### src/rtl/fpu_pkg.sv
// Shared definitions for the multi-cycle FP add/sub unit: FSM encoding,
// flag bit positions and the canonical quiet-NaN pattern.
package fpu_pkg;
  localparam logic [2:0] ST_IDLE  = 3'd0;
  localparam logic [2:0] ST_ALIGN = 3'd1;
  localparam logic [2:0] ST_ADD   = 3'd2;
  localparam logic [2:0] ST_NORM  = 3'd3;
  localparam logic [2:0] ST_ROUND = 3'd4;

  localparam int FL_INV = 3;
  localparam int FL_OVF = 2;
  localparam int FL_UNF = 1;
  localparam int FL_INX = 0;

  // sign 0, exponent all-ones, fraction MSB set
  function automatic logic [63:0] qnan_bits(input int ew, input int mw);
    return (((64'd1 << ew) - 64'd1) << mw) | (64'd1 << (mw - 1));
  endfunction
endpackage

### src/rtl/fp_lzc.sv
// Leading-zero counter; an all-zero input reports IN_W.
module fp_lzc #(
  parameter int IN_W  = 24,
  parameter int CNT_W = $clog2(IN_W + 1)
) (
  input  logic [IN_W-1:0]  i_val,
  output logic [CNT_W-1:0] o_cnt
);
  always_comb begin
    o_cnt = CNT_W'(IN_W);
    for (int i = 0; i < IN_W; i++)
      if (i_val[i]) o_cnt = CNT_W'(IN_W - 1 - i);
  end
endmodule

### src/rtl/fp_addsub_mc.sv
// Multi-cycle IEEE-style add/subtract: IDLE->ALIGN->ADD->NORM->ROUND, RNE,
// subnormals flushed to zero.
module fp_addsub_mc
  import fpu_pkg::*;
#(
  parameter int EXP_W = 8,
  parameter int MAN_W = 23
) (
  input  logic                   clk,
  input  logic                   rst,
  input  logic                   start,
  input  logic                   opcode,
  input  logic [EXP_W+MAN_W:0]   a,
  input  logic [EXP_W+MAN_W:0]   b,
  output logic                   ready,
  output logic                   done,
  output logic [EXP_W+MAN_W:0]   result,
  output logic [3:0]             flags
);
  localparam int W  = 1 + EXP_W + MAN_W;
  localparam int SW = MAN_W + 4;  // hidden bit + fraction + guard/round/sticky
  localparam int XW = EXP_W + 2;
  localparam int CW = $clog2(MAN_W + 2);
  localparam logic [W-1:0]     QNAN = W'(qnan_bits(EXP_W, MAN_W));
  localparam logic [EXP_W-1:0] EMAX = '1;

  logic [2:0]           r_state;
  logic [W-1:0]         r_a, r_b, r_spec_res, r_res;
  logic                 r_op, r_spec, r_sign, r_sub, r_zero, r_done;
  logic [3:0]           r_spec_fl, r_fl;
  logic signed [XW-1:0] r_exp;
  logic [SW-1:0]        r_xs, r_ys, r_norm;
  logic [SW:0]          r_sum;

  logic                 w_sa, w_sb, w_nan_a, w_nan_b, w_inf_a, w_inf_b, w_a_big, w_spec;
  logic [EXP_W-1:0]     w_ea, w_eb, w_ex, w_ey, w_d;
  logic [MAN_W-1:0]     w_fa, w_fb, w_fx, w_fy, w_frac;
  logic [SW-1:0]        w_yfull, w_mask, w_ys, w_norm;
  logic [W-1:0]         w_spec_res, w_res;
  logic [3:0]           w_spec_fl, w_fl;
  logic [CW-1:0]        w_lzc;
  logic signed [XW-1:0] w_nexp, w_rexp;
  logic [MAN_W+1:0]     w_mr;
  logic                 w_up, w_inx;

  assign ready  = (r_state == ST_IDLE);
  assign done   = r_done;
  assign result = r_res;
  assign flags  = r_fl;

  // ALIGN: decode, special operands, magnitude compare, shift smaller operand
  assign w_sa    = r_a[W-1];
  assign w_ea    = r_a[W-2 -: EXP_W];
  assign w_fa    = r_a[MAN_W-1:0];
  assign w_sb    = r_b[W-1] ^ r_op;
  assign w_eb    = r_b[W-2 -: EXP_W];
  assign w_fb    = r_b[MAN_W-1:0];
  assign w_nan_a = (w_ea == EMAX) && (w_fa != '0);
  assign w_nan_b = (w_eb == EMAX) && (w_fb != '0);
  assign w_inf_a = (w_ea == EMAX) && (w_fa == '0);
  assign w_inf_b = (w_eb == EMAX) && (w_fb == '0);
  assign w_a_big = {w_ea, w_fa} >= {w_eb, w_fb};
  assign w_ex    = w_a_big ? w_ea : w_eb;
  assign w_ey    = w_a_big ? w_eb : w_ea;
  assign w_fx    = w_a_big ? w_fa : w_fb;
  assign w_fy    = w_a_big ? w_fb : w_fa;
  assign w_d     = w_ex - w_ey;
  assign w_yfull = {1'b1, w_fy, 3'b000};
  assign w_mask  = ~({SW{1'b1}} << w_d);
  assign w_ys    = (32'(w_d) >= MAN_W + 3) ? SW'(1)
                 : ((w_yfull >> w_d) | SW'(|(w_yfull & w_mask)));

  always_comb begin
    w_spec     = 1'b1;
    w_spec_res = r_a;
    w_spec_fl  = '0;
    if (w_nan_a || w_nan_b || (w_inf_a && w_inf_b && (w_sa != w_sb))) begin
      w_spec_res        = QNAN;
      w_spec_fl[FL_INV] = 1'b1;
    end else if (w_inf_a)    w_spec_res = r_a;
    else if (w_inf_b)        w_spec_res = {w_sb, w_eb, w_fb};
    else if (w_eb == '0)     w_spec_res = r_a;
    else if (w_ea == '0)     w_spec_res = {w_sb, w_eb, w_fb};
    else                     w_spec     = 1'b0;
  end

  // NORM: carry shifts right into sticky, otherwise left by leading zeros
  fp_lzc #(.IN_W(MAN_W + 1), .CNT_W(CW)) u_lzc (
    .i_val (r_sum[SW-1:3]),
    .o_cnt (w_lzc)
  );
  assign w_norm = r_sum[SW] ? {r_sum[SW:2], r_sum[1] | r_sum[0]} : (r_sum[SW-1:0] << w_lzc);
  assign w_nexp = r_sum[SW] ? r_exp + XW'(1) : r_exp - XW'(w_lzc);

  // ROUND: nearest-even on guard/round/sticky, then range checks
  assign w_up   = r_norm[2] & (r_norm[1] | r_norm[0] | r_norm[3]);
  assign w_inx  = |r_norm[2:0];
  assign w_mr   = {1'b0, r_norm[SW-1:3]} + (MAN_W+2)'(w_up);
  assign w_rexp = r_exp + XW'(w_mr[MAN_W+1]);
  assign w_frac = w_mr[MAN_W+1] ? w_mr[MAN_W:1] : w_mr[MAN_W-1:0];

  always_comb begin
    w_res = {r_sign, w_rexp[EXP_W-1:0], w_frac};
    w_fl  = '0;
    if (r_spec) begin
      w_res = r_spec_res;
      w_fl  = r_spec_fl;
    end else if (r_zero) begin
      w_res = '0;
    end else if (w_rexp <= 0) begin
      w_res         = {r_sign, {(W-1){1'b0}}};
      w_fl[FL_UNF]  = 1'b1;
      w_fl[FL_INX]  = 1'b1;
    end else if (w_rexp >= $signed(XW'(EMAX))) begin
      w_res         = {r_sign, EMAX, {MAN_W{1'b0}}};
      w_fl[FL_OVF]  = 1'b1;
      w_fl[FL_INX]  = 1'b1;
    end else begin
      w_fl[FL_INX]  = w_inx;
    end
  end

  always_ff @(posedge clk) begin
    if (rst) begin
      r_state <= ST_IDLE;
      r_done  <= 1'b0;
      r_res   <= '0;
      r_fl    <= '0;
    end else begin
      r_done <= 1'b0;
      case (r_state)
        ST_IDLE: if (start) begin
          r_a     <= a;
          r_b     <= b;
          r_op    <= opcode;
          r_state <= ST_ALIGN;
        end
        ST_ALIGN: begin
          r_spec     <= w_spec;
          r_spec_res <= w_spec_res;
          r_spec_fl  <= w_spec_fl;
          r_sign     <= w_a_big ? w_sa : w_sb;
          r_sub      <= w_sa ^ w_sb;
          r_exp      <= XW'(w_ex);
          r_xs       <= {1'b1, w_fx, 3'b000};
          r_ys       <= w_ys;
          r_state    <= ST_ADD;
        end
        ST_ADD: begin
          r_sum   <= r_sub ? ({1'b0, r_xs} - {1'b0, r_ys}) : ({1'b0, r_xs} + {1'b0, r_ys});
          r_state <= ST_NORM;
        end
        ST_NORM: begin
          r_norm  <= w_norm;
          r_exp   <= w_nexp;
          r_zero  <= (r_sum == '0);
          r_state <= ST_ROUND;
        end
        ST_ROUND: begin
          r_res   <= w_res;
          r_fl    <= w_fl;
          r_done  <= 1'b1;
          r_state <= ST_IDLE;
        end
        default: r_state <= ST_IDLE;
      endcase
    end
  end
endmodule

### config.mk
export PLATFORM = sky130hd
export DESIGN_NAME = fp_addsub_mc
export DESIGN_NICKNAME = d
export VERILOG_FILES = /design/src/rtl/fpu_pkg.sv /design/src/rtl/fp_lzc.sv /design/src/rtl/fp_addsub_mc.sv
export SDC_FILE = /design/constraint.sdc
export NUM_CORES = 1
export LEC_CHECK = 0
export CAP_MARGIN = 20
export CORE_ASPECT_RATIO = 0.6
export CORE_MARGIN = 2
export CORE_UTILIZATION = 30
export DETAILED_ROUTE_END_ITERATION = 16
export PLACE_DENSITY = 0.54
export SLEW_MARGIN = 20
export SYNTH_ARGS = -nofsm -noshare
export SYNTH_HDL_FRONTEND = slang
export SYNTH_SLANG_ARGS = --single-unit
### constraint.sdc
create_clock -name clk -period 17.93 [get_ports clk]
set_clock_uncertainty 0.2 [all_clocks]
set_input_delay 3.586 -clock clk [delete_from_list [all_inputs] [get_ports clk]]
set_output_delay 3.586 -clock clk [all_outputs]
set_load 0.02 [all_outputs]
Word level (Yosys, flattened, before mapping)
Index checks and enable logic that the tools add are counted.
{"block": "totals", "ff_bits": 257, "input_bits": 68, "out_inout_bits": 38, "wordCells": 131}
{"block": "op_classes", "addsub": 7, "magnitude_cmp": 4, "n_eq_ne": 8, "n_shift": 3, "n_mux": 55, "bitwise_logic": 10, "n_reduce_logical": 25}
{"cell": "32-bit 2-to-1 mux", "count": 6}
{"cell": "5-bit 2-to-1 mux", "count": 16}
{"cell": "23-bit 2-to-1 mux", "count": 3}
{"cell": "31-bit 2-to-1 mux", "count": 2}
{"cell": "23-bit zero test", "count": 2}
{"cell": "23-bit nonzero test", "count": 2}
{"cell": "4-bit 2-to-1 mux", "count": 8}
{"cell": "31-bit >= comparator", "count": 1}
{"cell": "27-bit by 27-bit adder with 28-bit output", "count": 1}
{"cell": "28-bit zero test", "count": 1}
{"cell": "28-bit 2-to-1 mux", "count": 1}
{"cell": "27-bit by 27-bit subtractor with 28-bit output", "count": 1}
{"cell": "27-bit bitwise AND", "count": 1}
{"cell": "27-bit inverter", "count": 1}
{"cell": "27-bit by 1-bit bitwise OR with 27-bit output", "count": 1}
{"cell": "27-bit OR reduction", "count": 1}
{"cell": "27-bit by 5-bit left shift with 27-bit output", "count": 1}
{"cell": "27-bit by 8-bit left shift with 27-bit output (first input constant)", "count": 1}
{"cell": "27-bit by 8-bit right shift with 27-bit output", "count": 1}
{"cell": "26-bit 2-to-1 mux", "count": 1}
{"cell": "24-bit by 1-bit adder with 25-bit output", "count": 1}
{"cell": "10-bit one-hot mux with 2 select lines", "count": 1}
{"cell": "8-bit == test (second input constant)", "count": 2}
{"cell": "8-bit zero test", "count": 2}
{"cell": "29 further kinds", "count": 54}

Logic depth before layout (Yosys ltp)
Gate-level depths: netlist of run 1.
{"block": "logic_depth", "ltp_word": 27, "ltp_mapped": 26, "mapped_depth_nobuf": 22}

Cells and area by module
Synthesis of run 1 repeated with hierarchy kept, for this count alone.
{"block": "hier_totals", "cells_unflattened": 1883, "hier_area_um2": 17644.4}
{"module": "fp_addsub_mc", "instances": 1, "cells_per_inst": 1835, "area_per_inst_um2": 17379.2, "seq_area_each_um2": 7317.0}
{"module": "fp_lzc", "instances": 1, "cells_per_inst": 48, "area_per_inst_um2": 265.3, "seq_area_each_um2": 0.0}

Least setup slack after synthesis of run 1
No wires, ideal clock.
{"block": "synth_timing", "path_kind": "input to register", "startpoint": "in rst", "endpoint": "reg r_sign (enable)", "setup_time_ns": 0.542, "arrival_ns": 8.371, "setup_slack_ns": 8.817, "stages": 2, "path_buffers": 0, "path_cell_list": "nor3b_1 > nor2b_1"}
{"block": "synth_between", "elab_chain_cells": 2}
{"element": "start, declared", "line": "fp_addsub_mc.sv:10", "rtl": "input logic rst,"}
{"element": "1-bit inverter (no source line)"}
{"element": "2-bit AND reduction (no source line)"}
{"element": "end signal, assigned", "line": "fp_addsub_mc.sv:142", "rtl": "r_sign <= w_a_big ? w_sa : w_sb;"}
{"element": "end, declared", "line": "fp_addsub_mc.sv:29", "rtl": "logic r_op, r_spec, r_sign, r_sub, r_zero, r_done;"}
Every way passes these cells.
A chain may end at the register's enable or synchronous reset.

Worst setup path in the final report of run 1
{"block": "layout_timing", "startpoint": "reg r_b[10]", "endpoint": "reg r_ys[0], data pin"}
{"block": "layout_between", "elab_chain_cells": 8, "word_cells_on_any_way": 12, "classes_between": "add/sub (1); order compare (2); shift (2); mux (3); bitwise (3); reduce/logical (1)"}
{"element": "start, declared", "line": "fp_addsub_mc.sv:28", "rtl": "logic [W-1:0] r_a, r_b, r_spec_res, r_res;"}
{"element": "start signal, assigned", "line": "fp_addsub_mc.sv:134", "rtl": "r_b <= b;"}
{"element": "31-bit >= comparator", "line": "fp_addsub_mc.sv:62", "rtl": "assign w_a_big = {w_ea, w_fa} >= {w_eb, w_fb};"}
{"element": "8-bit 2-to-1 mux, on equally long branches", "line": "fp_addsub_mc.sv:63, fp_addsub_mc.sv:64"}
{"element": "8-bit subtractor", "line": "fp_addsub_mc.sv:67", "rtl": "assign w_d = w_ex - w_ey;"}
{"element": "27-bit by 8-bit left shift with 27-bit output", "line": "fp_addsub_mc.sv:69", "rtl": "assign w_mask = ~({SW{1'b1}} << w_d);"}
{"element": "27-bit inverter", "line": "fp_addsub_mc.sv:69"}
{"element": "27-bit bitwise AND", "line": "fp_addsub_mc.sv:71", "rtl": ": ((w_yfull >> w_d) | SW'(|(w_yfull & w_mask)));"}
{"element": "27-bit OR reduction", "line": "fp_addsub_mc.sv:71"}
{"element": "27-bit by 1-bit bitwise OR with 27-bit output", "line": "fp_addsub_mc.sv:71"}
{"element": "end signal, assigned", "line": "fp_addsub_mc.sv:146", "rtl": "r_ys <= w_ys;"}
{"element": "end, declared", "line": "fp_addsub_mc.sv:32", "rtl": "logic [SW-1:0] r_xs, r_ys, r_norm;"}
Several ways; a longest one is shown, not always the timed one.

==> impl_metrics.toml, run 1 <==
[cts]
clockBufferDepth = 3
ctsHoldBuffers = 0
cts_setup_buffers = 0
clock_latency_ns = 0.58
htreeDepth = 1
clock_sinks = 257
cts_tree = "yes"
post_cts_resized = 0
clk_root_buffer_cell = "clkbuf_16"
clk_pin_slew_ns = 0.08
cts_buffers = 26

[setup_path]
arrival_ns = 6.61
critPathKind = "reg2reg"
regToRegStartpoint = "r_b[10]$_DFFE_PP_"
critPathSlowestCell = "a2111oi_1"
cp-end-kind = "flop"
critPathLaunchType = "flop"
rr_endpoint = "r_ys[0]$_SDFFCE_PP1P_"
r2r_setup_slack_ns = 11.44
critPathMaxStageDelay_ns = 0.94
reg2regPathDepth = 20
worstPathRequired_ns = 18.06
path_max_fanout = 20
path_cells = "inv_1, ha_1, a21oi_1, o21ai_0, a2111oi_1, a21oi_2, nor2_4, mux2i_1, ha_1, and2_1, a211o_1, a21o_1, or2_2, a22oi_1, or2_2, and2_1, nand3_1, mux2_2, a2111oi_2, nand3_1"

[routing]
dr.pass1.iters = 6
top_layer_used = "met4"
wl_um = 64280
drt_iter0_markers = 1977
drc_errors = 0
wl_met1_um = 32300
ant_nets = 0
wl_per_cell_um = 22.90
met2_wirelength_um = 24450
vias_per_cell = 5.670
vias = 15920
dr_wl_met3_um = 6846

[logic_synthesis]
post_synth_main_area_contributors = "edfxtp_1 (36%), ha_1 (6.5%), a21oi_1 (5.5%)"
synthCells = 1954
yosys.area.top_type_share_pct = 36.39
ys_types = 85
synthFlopType = "edfxtp_1"
async_flop_share_pct = 0
yosysTopAreaCell = "edfxtp_1"
synth.net_count = 2117
avgSynthCellArea_um2 = 9.165
yosysWarnings = 0
syn_area_mm2 = 0.01791
yosysSeqAreaShare_pct = 40.86
synth_seq_cells = 257
synth-edff-count = 217

[placement]
dpl_cell_area_mm2 = 0.01977
hpwl_um = 49540
place_inst = 2759
gp_congestion = 0.9641
place.port_buffers = 105
dpl_worst_slack_ns = 11.32

[worst_hold_path]
min_to = "flags[3]$_SDFFE_PP0P_"
worstHoldStart = "flags[3]$_SDFFE_PP0P_"
holdPathStages = 2
hold_class = "reg2reg"

[pwr]
pwr-share-clk_pct = 33.7
seqPwrFrac_pct = 43.5
pwr_density_cell_mw_per_mm2 = 79.55
net-switching-power_uw = 517.7
pwr-share-comb_pct = 22.7
p_leak_nw = 7.590
vdd_drop_max_uv = 66.70
switching_share_pct = 31.56
p_int_mw = 1.123
power_mw = 1.640

[layout]
nets = 2169
area_growth_pct = 15.15
final_area_mm2 = 0.02062
antennaDiodeCount = 0
drive_gt1_share_pct = 6.614
final_cells = 2807

[global_routing]
grt_pass1_vias = 14420
grt_max_degree = 76
antenna_found_initial = 1
overflow = 0
grtUsageTotal_pct = 20.11
grt_pass1_wl_um = 94990

[timing]
grt_setup_unrepaired = "no"
fin_crit_sh_pct = 36.18
tns_ns = 0
final-setup-viol-count = 0
worst_pin_slew_ns = 1.096
max_slew_margin_pct = 26.53
drv_slew = 0
fin_crit_ns = 6.488
setup_slack_ns = 11.44
final_hold_viol_count = 0
fmax_mhz = 154.1

[die]
core_area_mm2 = 0.05914
num_rows = 69
dieArea_mm2 = 0.06173
die_h_um = 193.3
ios = 106
fp.dieW_um = 319.4
initial_core_util_pct = 30.28

[flow_run]
maxCapViolations = 0

[status]
status = "finished, final reports clean"
worst max-delay path by stage:
stage,end,cells after the start,startpoint
2_1_floorplan,r_sign$_DFFE_PP_,2,rst
3_3_place_gp,r_ys[11]$_SDFFCE_PP0P_,6,rst
3_5_place_dp,r_ys[11]$_SDFFCE_PP0P_,6,rst
4_1_cts,r_ys[0]$_SDFFCE_PP1P_,17,r_b[10]$_DFFE_PP_
5_1_grt,result[1]$_SDFFE_PP0P_,22,r_norm[2]$_DFFE_PP_
6_report,r_ys[0]$_SDFFCE_PP1P_,20,r_b[10]$_DFFE_PP_
stage by stage:
| step | hold slack (ns) | utilization [%] |
|---|---|---|
| after global routing | 0.2840 | 34.87 |
| final | 0.2519 | 34.87 |
| after detailed placement | 0.2431 | 33.43 |
| after global placement | 0.2445 | 33.43 |
| after CTS | 0.2521 | 34.87 |
| after floorplan | 0.2747 | - |
cell type report:
cell class | instances | area (µm²)
Clock buffer | 36 | 740.7
Clock inverter | 12 | 108.9
Fill cell | 6030 | 38520
Inverter | 100 | 375.4
Multi-Input combinational cell | 1489 | 9848
Sequential cell | 257 | 7317
Tap cell | 781 | 977.2
Timing Repair Buffer | 132 | 1254
placed cells by master (no fill, tap or decap), types with 8 or more instances in the layout:
master / netlist / routed
edfxtp_1: 217 / 217
a21oi_1: 198 / 197
nand2_1: 196 / 194
nor2_1: 186 / 185
o21ai_0: 116 / 116
clkdlybuf4s50_1: 0 / 105
inv_1: 97 / 97
mux2i_1: 97 / 97
ha_1: 93 / 93
nor3_1: 77 / 77
nand3_1: 49 / 49
dfxtp_1: 40 / 40
a211oi_1: 39 / 39
xnor2_1: 35 / 35
clkbuf_16: 0 / 28
buf_4: 0 / 27
xor2_1: 25 / 25
nor4_1: 23 / 23
o211ai_1: 23 / 23
nand4_1: 22 / 22
a221oi_1: 21 / 21
mux4_2: 20 / 20
nor2b_1: 20 / 19
a21o_1: 18 / 18
and2_1: 16 / 16
and3_1: 13 / 13
nand2b_1: 13 / 13
o21bai_1: 12 / 12
a31oi_1: 12 / 12
o22ai_1: 13 / 12
or2_2: 11 / 11
or3_1: 10 / 10
o21a_1: 9 / 9
mux2_2: 9 / 9
o221ai_1: 8 / 8
cells in the mapped netlist (all sizes together) (7+ instances only):
master	instances
edfxtp	217
a21oi	199
nand2	196
nor2	187
o21ai	119
inv	99
mux2i	97
ha	93
clkbuf	85
nor3	78
nand3	49
dfxtp	40
a211oi	39
xnor2	36
xor2	25
o211ai	24
buf	23
nor4	23
a221oi	22
nand4	22
mux4	20
nor2b	20
a21o	18
and2	16
and3	13
nand2b	13
o22ai	13
a31oi	12
o21bai	12
or2	12
or3	10
mux2	9
o21a	9
o221ai	8
a211o	7
a21boi	7
state kept, by name (all words and copies together) (netlist names), 3 cells and up:
signal / count
r_xs: 23
flags: 4
r_a: 32
r_state: 3
r_spec_res: 32
r_b: 32
r_exp: 10
r_ys: 27
result: 32
r_sum: 28
r_norm: 27
critical path: cells and delay by family (launching register included):
kind                       cells  cell delay [ns]
AOI/OAI and AO/OA              8             2.56
adders and majority gates      2             0.55
buffers and inverters          1             0.12
DFF                            1             0.62
muxes                          2             0.47
and+or+nand+nor                7             1.70
routing by layer:
metal  global-route usage (%)  up-vias
li1                         -     7348
met1                    33.15     7760
met2                    25.79      752
met3                    5.486       56
met4                    2.376        0
met5                        0        -
logic make-up (layout without fill, tap and decap cells):
logic type	count (synthesis)	in the layout	share of synthesized area (%)
simple gates	659	659	17.07
fa+ha+maj	96	96	6.777
mux	126	126	8.503
flops	257	257	40.86
buf+inv	208	280	4.478
xor+xnor	61	61	3.025
compound gates	547	547	19.29
power groups by stage:
stage / sequential (mW) / combinational (mW) / clock, mW
6_report: 0.714 / 0.373 / 0.554
5_1_grt: 0.716 / 0.404 / 0.592
4_1_cts: 0.713 / 0.365 / 0.568
3_5_place_dp: 0.726 / 0.364 / 0
3_3_place_gp: 0.726 / 0.362 / 0
2_1_floorplan: 0.709 / 0.254 / 0
Note: power is estimated with default switching activity, not from simulation.
==> run 2: changes to the inputs <==
Settings changed: PLACE_DENSITY 0.54 to 0.55.
Clock period 17.93 ns to 5.9 ns, I/O delays scaled along.
==> run 2 against run 1 <==
  * Maximum frequency is 15% higher
  * Via count increased by 2.2%
  * Utilization is 0.56 points higher
  * Sequential power increased to 3.0 times the previous value
  * Clock power rose to 3.2 times the previous value
  * Cell count up 1.3%
  * Sequential share of layout area shrank 0.56 points
  * Setup slack got worse by 11 ns
  * Final area rose by 1.6%
  * Critical endpoint unchanged
  * Highest routed layer is now met5
==> impl_metrics.toml, run 2 (same netlist as run 1, synthesis figures left out) <==
[status]
status = "finished, final reports clean"

[layout]
final-seq-area_mm2 = 0.007317
final_common_cell = "edfxtp_1"
mostFrequentLayoutCells = "edfxtp_1 (217), nand2_1 (195), a21oi_1 (195)"
fill_cells = 5914
nets = 2205
final_cells = 2843
drive_gt1_share_pct = 8.491
multiInputGateArea_mm2 = 0.009866
area_growth_pct = 17.00

[die]
initial_core_util_pct = 30.28
core_area_mm2 = 0.05914
fp.dieW_um = 319.4
ios = 106
dieArea_mm2 = 0.06173
die_h_um = 193.3
num_rows = 69

[placement]
hpwl_um = 52980
place_inst = 2795
dpl_worst_slack_ns = 0.2495
gp_congestion = 1.001
place.port_buffers = 105

[global_routing]
grt_max_degree = 66
antenna_found_initial = 5
met2_usage_pct = 26.87
grtUsageMet1_pct = 34.43
overflow = 0
busiest_layer = "met1"
grt_pass1_wl_um = 99680
grt_pass1_vias = 14940
met3_usage_pct = 7.423
grtUsageTotal_pct = 21.34

[setup_path]
worstPathRequired_ns = 6.04
path_cells = "inv_1, ha_1, a211oi_1, nor2_1, a2111oi_1, buf_4, a21oi_2, nor2_4, mux2i_1, ha_1, and2_1, a211o_1, a21o_1, or2_2, a22oi_1, or2_2, buf_4, o21ai_0, a32o_1, a2111oi_1, and4_1, nand3_1"
regToRegStartpoint = "r_b[12]$_DFFE_PP_"
rr_endpoint = "r_ys[0]$_SDFFCE_PP1P_"
critPathSlowestCell = "edfxtp_1"
critPathLaunchType = "flop"
critPathKind = "reg2reg"
arrival_ns = 5.76
cp-end-kind = "flop"
critPathMaxStageDelay_ns = 0.57
path_max_fanout = 19
reg2regPathDepth = 22
r2r_setup_slack_ns = 0.28

[cts]
clock_latency_ns = 0.59
cts_buffers = 25
htreeDepth = 1
clock_sinks = 257
ctsHoldBuffers = 0
cts_tree = "yes"
clk_pin_slew_ns = 0.08
clockBufferDepth = 3
clk_root_buffer_cell = "clkbuf_16"

[routing]
wl_per_cell_um = 23.90
drc_errors = 0
vias_per_cell = 5.722
dr.pass1.iters = 6
wl_um = 67940
ant_nets = 0
drt_iter0_markers = 2261
vias = 16270

[worst_hold_path]
min_to = "flags[0]$_SDFFE_PP0P_"
worstHoldStart = "flags[0]$_SDFFE_PP0P_"
hold_class = "reg2reg"
holdPathStages = 2

[pwr]
switching_share_pct = 32.00
pwr-share-comb_pct = 23.8
pwr-share-clk_pct = 34.3
net-switching-power_mw = 1.640
p_leak_nw = 7.807
seqPwrFrac_pct = 41.9
vdd_drop_max_uv = 219.7
pwr_density_cell_mw_per_mm2 = 244.5
p_int_mw = 3.484

[flow_run]
maxCapViolations = 0

[timing]
fin_crit_ns = 5.624
fin_crit_sh_pct = 95.32
fmax_mhz = 177.8
drv_slew = 0
final-setup-viol-count = 0
setup_slack_ns = 0.2763
max_slew_margin_pct = 27.79
final_hold_viol_count = 0
timing.hold.ws_ns = 0.2699
worst_pin_slew_ns = 1.083
grt_setup_unrepaired = "yes"
-- run 2: cell types whose count changed in the layout (fill, tap and decap cells not counted), moves of 3 or more --
cell,change
buf_4,+36
clkbuf_1,-5
clkinvlp_4,-3
inv_6,+3
-- run 2: worst max-delay path, delay by kind of cell, from the launching register on --
| kind | cells | cell delay (ns) |
|---|---|---|
| buf+inv | 3 | 0.55 |
| flops | 1 | 0.57 |
| mux | 1 | 0.09 |
| compound gates | 9 | 2.25 |
| simple gates | 7 | 1.18 |
| fa+ha+maj | 2 | 0.54 |
-- run 2: final cells by class --
type | instances | area share, %
Timing Repair Buffer | 169 | 7.369
Multi-Input combinational cell | 1489 | 47.09
Sequential cell | 257 | 34.92
Clock buffer | 29 | 3.260
Inverter | 100 | 1.791
Clock inverter | 17 | 0.8957
Tap cell | 781 | 4.664
Antenna cell | 1 | 0.01194
-- run 2: timing repair --
| item | 4_1_cts | 5_1_grt |
|---|---|---|
| endpoints found under the setup margin | 0 | 16 |
| buffers inserted | 0 | 1 |
| gates resized for setup | 0 | 7 |
-- run 2: through the flow --
step                      utilization (%)  area, µm²  setup TNS (ns)  power, mW
final                               35.43      20950               0      5.124
after global routing                35.43      20950         -0.2240      5.326
after CTS                           35.38      20920               0      5.127
after detailed placement            33.90      20050               0      3.364
after global placement              33.90      20050               0      3.373
after floorplan                         -      17910               0      2.925
-- run 2: metal layers --
metal	vias to the layer above	routed length (µm)
li1	7439	-
met1	7926	33320
met2	841	25310
met3	59	8449
met4	2	850
met5	-	11
-- run 2: power groups by stage --
stage | combinational [mW] | sequential (mW) | clock, mW
6_report | 1.22 | 2.15 | 1.76
5_1_grt | 1.31 | 2.15 | 1.86
4_1_cts | 1.18 | 2.15 | 1.80
3_5_place_dp | 1.18 | 2.19 | 0
3_3_place_gp | 1.19 | 2.18 | 0
2_1_floorplan | 0.771 | 2.15 | 0
-- run 2: how the worst max path moves through the flow --
stage,to,from,slack (ns)
final,r_ys[0]$_SDFFCE_PP1P_,r_b[12]$_DFFE_PP_,0.28
after floorplan,r_ys[0]$_SDFFCE_PP1P_,r_a[18]$_DFFE_PP_,0.11
after global placement,r_ys[0]$_SDFFCE_PP1P_,r_b[13]$_DFFE_PP_,0.33
after CTS,r_ys[0]$_SDFFCE_PP1P_,r_b[13]$_DFFE_PP_,0.23
after detailed placement,r_ys[0]$_SDFFCE_PP1P_,r_b[13]$_DFFE_PP_,0.25
after global routing,result[8]$_SDFFE_PP0P_,r_norm[2]$_DFFE_PP_,-0.06
